File: src/rtl/mem_port_arbiter.sv
// mem_port_arbiter: shares the CPU's single SRAM-like memory port between
// instruction fetch (IF) and load/store (MEM). One transaction is in flight at
// a time and walks IDLE -> ADDR -> (DATA) -> RESP -> IDLE.
// Optional feature: define MEM_ARB_FAIR_EN to make IF win the next grant after
// a DATA grant whenever both requesters are waiting. Otherwise DATA always wins.
module mem_port_arbiter #(
    parameter int ADDR_W = 32,
    parameter int DATA_W = 32
) (
    input  logic              clk,
    input  logic              rst,
    input  logic              flush,
    input  logic              inst_req,
    input  logic [ADDR_W-1:0] inst_addr,
    output logic [DATA_W-1:0] inst_rdata,
    output logic              inst_valid,
    input  logic              data_req,
    input  logic              data_wr,
    input  logic [1:0]        data_size,
    input  logic [ADDR_W-1:0] data_addr,
    input  logic [DATA_W-1:0] data_wdata,
    output logic [DATA_W-1:0] data_rdata,
    output logic              data_valid,
    output logic              mem_req,
    output logic              mem_wr,
    output logic [1:0]        mem_size,
    output logic [ADDR_W-1:0] mem_addr,
    output logic [DATA_W-1:0] mem_wdata,
    input  logic              mem_addr_ok,
    input  logic              mem_data_ok,
    input  logic [DATA_W-1:0] mem_rdata,
    output logic              stallreq_if,
    output logic              stallreq_mem
);

`ifdef MEM_ARB_FAIR_EN
    localparam bit FAIR_EN = 1'b1;
`else
    localparam bit FAIR_EN = 1'b0;
`endif

    typedef enum logic [1:0] {
        IDLE = 2'd0,
        ADDR = 2'd1,
        DATA = 2'd2,
        RESP = 2'd3
    } state_t;

    // Owner encoding: 0 = instruction fetch, 1 = load/store
    localparam logic OWN_INST = 1'b0;
    localparam logic OWN_DATA = 1'b1;

    state_t            r_state;
    state_t            w_nextState;
    logic              r_owner;
    logic              r_lastOwner;
    logic              r_discard;
    logic              r_wr;
    logic [1:0]        r_size;
    logic [ADDR_W-1:0] r_addr;
    logic [DATA_W-1:0] r_wdata;
    logic              r_instValid;
    logic              r_dataValid;
    logic [DATA_W-1:0] r_instRdata;
    logic [DATA_W-1:0] r_dataRdata;

    logic              w_grant;
    logic              w_grantData;
    logic              w_preferInst;
    logic              w_capture;

    // Arbitration: DATA wins unless fairness hands the turn back to IF
    always_comb begin
        w_preferInst = FAIR_EN && (r_lastOwner == OWN_DATA) && inst_req;
        w_grantData  = data_req && !w_preferInst;
        w_grant      = data_req || inst_req;
    end

    // State register
    always_ff @(posedge clk) begin
        if (rst) begin
            r_state <= IDLE;
        end else begin
            r_state <= w_nextState;
        end
    end

    // Next-state logic, bus request strobe and read-data capture condition
    always_comb begin
        w_nextState = r_state;
        mem_req     = 1'b0;
        w_capture   = 1'b0;
        case (r_state)
            IDLE: begin
                if (w_grant) begin
                    w_nextState = ADDR;
                end
            end
            ADDR: begin
                mem_req = 1'b1;
                if (mem_addr_ok) begin
                    if (mem_data_ok) begin
                        w_capture   = 1'b1;
                        w_nextState = RESP;
                    end else begin
                        w_nextState = DATA;
                    end
                end
            end
            DATA: begin
                if (mem_data_ok) begin
                    w_capture   = 1'b1;
                    w_nextState = RESP;
                end
            end
            RESP: begin
                w_nextState = IDLE;
            end
            default: begin
                w_nextState = IDLE;
            end
        endcase
    end

    // Latched request fields, owner tracking, discard flag and response registers
    always_ff @(posedge clk) begin
        if (rst) begin
            r_owner     <= OWN_INST;
            r_lastOwner <= OWN_INST;
            r_discard   <= 1'b0;
            r_wr        <= 1'b0;
            r_size      <= 2'd0;
            r_addr      <= '0;
            r_wdata     <= '0;
            r_instValid <= 1'b0;
            r_dataValid <= 1'b0;
            r_instRdata <= '0;
            r_dataRdata <= '0;
        end else begin
            r_instValid <= 1'b0;
            r_dataValid <= 1'b0;

            if ((r_state == IDLE) && w_grant) begin
                r_owner     <= w_grantData ? OWN_DATA : OWN_INST;
                r_lastOwner <= w_grantData ? OWN_DATA : OWN_INST;
                if (w_grantData) begin
                    r_wr    <= data_wr;
                    r_size  <= data_size;
                    r_addr  <= data_addr;
                    r_wdata <= data_wdata;
                end else begin
                    r_wr    <= 1'b0;
                    r_size  <= 2'd2;
                    r_addr  <= inst_addr;
                    r_wdata <= '0;
                end
            end

            if (((r_state == ADDR) || (r_state == DATA)) && flush && (r_owner == OWN_INST)) begin
                r_discard <= 1'b1;
            end

            if (w_capture) begin
                if (r_owner == OWN_INST) begin
                    if (!r_discard && !flush) begin
                        r_instValid <= 1'b1;
                        r_instRdata <= mem_rdata;
                    end
                end else begin
                    r_dataValid <= 1'b1;
                    if (!r_wr) begin
                        r_dataRdata <= mem_rdata;
                    end
                end
            end

            if (r_state == RESP) begin
                r_discard <= 1'b0;
            end
        end
    end

    // Response outputs; a flush landing on the RESP cycle still kills the IF pulse
    always_comb begin
        mem_wr       = r_wr;
        mem_size     = r_size;
        mem_addr     = r_addr;
        mem_wdata    = r_wdata;
        inst_rdata   = r_instRdata;
        data_rdata   = r_dataRdata;
        inst_valid   = r_instValid && !flush;
        data_valid   = r_dataValid;
        stallreq_if  = inst_req && !inst_valid;
        stallreq_mem = data_req && !data_valid;
    end

endmodule
File: config.mk
export PLATFORM = sky130hd
export DESIGN_NAME = mem_port_arbiter
export DESIGN_NICKNAME = d
export VERILOG_FILES = /design/src/rtl/mem_port_arbiter.sv
export SDC_FILE = /design/constraint.sdc
export NUM_CORES = 1
export LEC_CHECK = 0
export BUFFER_PORTS_ARGS = -buffer_cell sky130_fd_sc_hd__clkbuf_2
export CAP_MARGIN = 20
export CELL_PAD_IN_SITES_DETAIL_PLACEMENT = 1
export CELL_PAD_IN_SITES_GLOBAL_PLACEMENT = 1
export CORE_AREA = 8 8 122 180
export CTS_BUF_LIST = sky130_fd_sc_hd__clkbuf_16
export CTS_CLUSTER_DIAMETER = 80
export DETAILED_ROUTE_END_ITERATION = 6
export DIE_AREA = 0 0 130 188
export GPL_ROUTABILITY_DRIVEN = 1
export PLACE_DENSITY = 0.74
export SLEW_MARGIN = 20
export SYNTH_ARGS = -nofsm -noshare
export SYNTH_HDL_FRONTEND = slang
export SYNTH_SLANG_ARGS = --single-unit
File: constraint.sdc
create_clock -name clk -period 4.9 [get_ports clk]
set_clock_uncertainty 0.05 [all_clocks]
set_input_delay 0.245 -clock clk [delete_from_list [all_inputs] [get_ports clk]]
set_output_delay 0.245 -clock clk [all_outputs]
set_load 0.005 [all_outputs]
==> metrics.md <==
| Metric | Value |
|---|---|
| Number of post-CTS setup repair buffers | 0 |
| Area of the mapped netlist | 5700 µm² |
| Worst path arrival time | 2440 ps |
| Starting Density | 29.3% |
| HP Class | input pin to flop |
| Clk Latency, worst-skew pair | 410 ps |
| Worst setup SP type | flop |
| Placed insts | 1074 |
| Layout Cells excl Fill | 1106 |
| Hold path depth | 3 |
| Routed WL | 18100 µm |
| Rows | 63 |
| Area contributors post-synth | dfxtp_1, mux2i_1, nand2b_1, a211oi_1, a21oi_1 |
| First-pass GRT wire length | 28400 µm |
| GRT Resource Usage Total | 14.8% |
| Largest net degree at the start of global routing | 83 |
| CP max stage delay | 590 ps |
| Leakage | 3.69 nW |
| Final setup margin | 2710 ps |
| Vias in the first global route | 5451 |
| Final Hold Fails | 0 |
| Crit end category | flop |
| PnR Total Power | 3.65 mW |
| Fin util | 40.0% |
| Post-DP HPWL | 13800 µm |
| Initial antenna violation count | 0 |
| Largest area contributor in the netlist | dfxtp_1 |
| Hold_buf cts | 0 |
| GRT Residual Overflow | 0 |
| Layout cells sized above 1 | 37.5% |
| TritonCTS sink count | 137 |
| Final setup vio count | 0 |
| Slew Limit Fails | 0 |
| Filler cells | 2405 |
| Cells resized by post-CTS repair | 0 |
| CP required | 5150 ps |
| Root buf cell | clkbuf_16 |
| CTS tree | done |
| Critical path class | flop to flop |
| Seq cells post-synth | 137 |
| Drt first pass iters | 4 |
| DIE AREA | 24400 µm² |
| Post-synthesis sequential area ratio | 48.1% |
| Synth top cells by count | dfxtp_1, nand2b_1, mux2i_1, a21oi_1, nand2_1 |
| Syn Area/Cell | 9.77 µm² |
| RSZ-0062 raised after global routing | false |
| Post-synth EDFFs | 0 |
| CP Max Fanout | 65 |
| Headroom to the max-slew limit | 41.6% |
| Cells along the critical path | inv_1, ha_1, buf_4, o21a_4, nor2_1, a211oi_1 |
| Slowest CP cell | o21a_4 |
| Worst-path clk slew | 70 ps |
| Multi-input combinational cell area | 2680 µm² |
| Achievable clock frequency | 457 MHz |
| R2R cell count | 6 |
| I/O Buffers | 273 |
| Tcrit/Tclk final | 44.7% |
| ANT nets after route | 0 |
| I/O pin total | 274 |
| CTS Buffer Depth | 2 |
| Cell Pwr Density | 469 nW/µm² |
| Fin crit period | 2190 ps |
| Total negative slack | 0 ps |
| Nets | 976 |
| Main synth FF type | dfxtp_1 |
| Max VDD drop | 276 µV |
| Design area | 7790 µm² |
| Area post-placement | 7170 µm² |
| Vias | 5000 |
| Placer Congestion | 0.753 |
| Vias per std cell | 4.52 |
| Pre-CTS setup slack | 2360 ps |
| Core Box Area | 19500 µm² |
| Slew @ Worst Pin | 875 ps |
| Wire length per cell | 16.4 µm |
| Max-Cap Viols | 0 |
| Post-route DRC | 0 |
| Iter 0 DRT Violations | 120 |
| H-tree Lvls | 4 |
| Most frequent cell after synthesis | dfxtp_1 |
| Library cells used by synthesis | 34 |
| Status | finished clean |
| Async set-reset flop share out of synthesis | 0% |
| Synth-to-Final Area Change | 36.7% |
| Top-area cell type share of the netlist area | 48.1% |
| DIE HEIGHT | 188 µm |
| Hold WS | 38.4 ps |
| CTS Buf Count | 17 |
| Reg area | 2740 µm² |
| Mapped Nets | 726 |
| N_diodes | 0 |
| Syn Inst Count | 583 |
| Ys Warns | 0 |
| Die width | 130 µm |
[registers in the layout (all words and copies together) (netlist names)]
register     cells
mem_addr        32
r_discard        1
data_rdata      32
r_instValid      1
mem_wr           1
r_state          2
mem_size         2
r_owner          1
mem_wdata       32
data_valid       1
inst_rdata      32
[critical path: cells and delay by family (launching register included)]
family / cells / cell delay [ps]
AO/OA/AOI/OAI: 2 / 890
adder cells (fa/ha/maj): 1 / 160
buffers and inverters: 2 / 500
flip-flops: 1 / 340
AND/OR/NAND/NOR: 1 / 80
[placed cells by master (no fill, tap or decap), types with 5 or more instances in the layout]
| cell | netlist | layout |
|---|---|---|
| a211oi_1 | 32 | 32 |
| nand2_1 | 36 | 36 |
| clkbuf_2 | 0 | 271 |
| nand2b_1 | 97 | 97 |
| nand3_1 | 34 | 34 |
| a21oi_1 | 37 | 37 |
| ha_1 | 5 | 5 |
| mux2i_1 | 96 | 96 |
| clkbuf_16 | 0 | 17 |
| nor2_1 | 33 | 33 |
| dfxtp_1 | 137 | 137 |
| buf_4 | 0 | 7 |
[final timing paths]
kind | startpoint | end | slack [ps]
setup / recovery | r_state[0]$_SDFFE_PP0P_ | mem_addr[17]$_SDFFE_PP0P_ | 2710
hold / removal | data_wdata[4] | mem_wdata[4]$_SDFFE_PP0P_ | 40
setup reg to reg | r_state[0]$_SDFFE_PP0P_ | mem_addr[17]$_SDFFE_PP0P_ | 2710
hold reg to reg | mem_wdata[4]$_SDFFE_PP0P_ | mem_wdata[4]$_SDFFE_PP0P_ | 400
[cell type report]
class,instances,share of cell area (%)
clock buffers,17,5.46
well taps,260,4.18
flip-flops and latches,137,35.2
repair buffers,279,18.2
multi-input cells,395,34.4
clock inverters,15,2.44
inverters,3,0.145
[cell families after synthesis]
group / Yosys count / share of synthesized area (%)
AND/OR/NAND/NOR: 217 / 20.4
flip-flops: 137 / 48.1
multiplexers: 96 / 16.9
AO/OA/AOI/OAI: 77 / 8.52
adder cells (fa/ha/maj): 5 / 1.10
buffers and inverters: 51 / 5.03
[power by group]
group | switching, mW | internal [mW]
clock network | 0.528 | 0.813
registers | 0.0959 | 1.29
logic | 0.545 | 0.377
total | 1.17 | 2.48
[layer usage]
layer  part of all wire [%]  wire length, µm  GRT usage (%)  vias up
met5                      0                0              0        -
met4                    1.7              306           5.16        0
met3                    6.6             1190           4.83       14
met2                     55             9970           28.2      152
met1                     37             6630           14.4     2344
li1                       -                -              -     2490
Note: power is estimated with default switching activity, not from simulation.
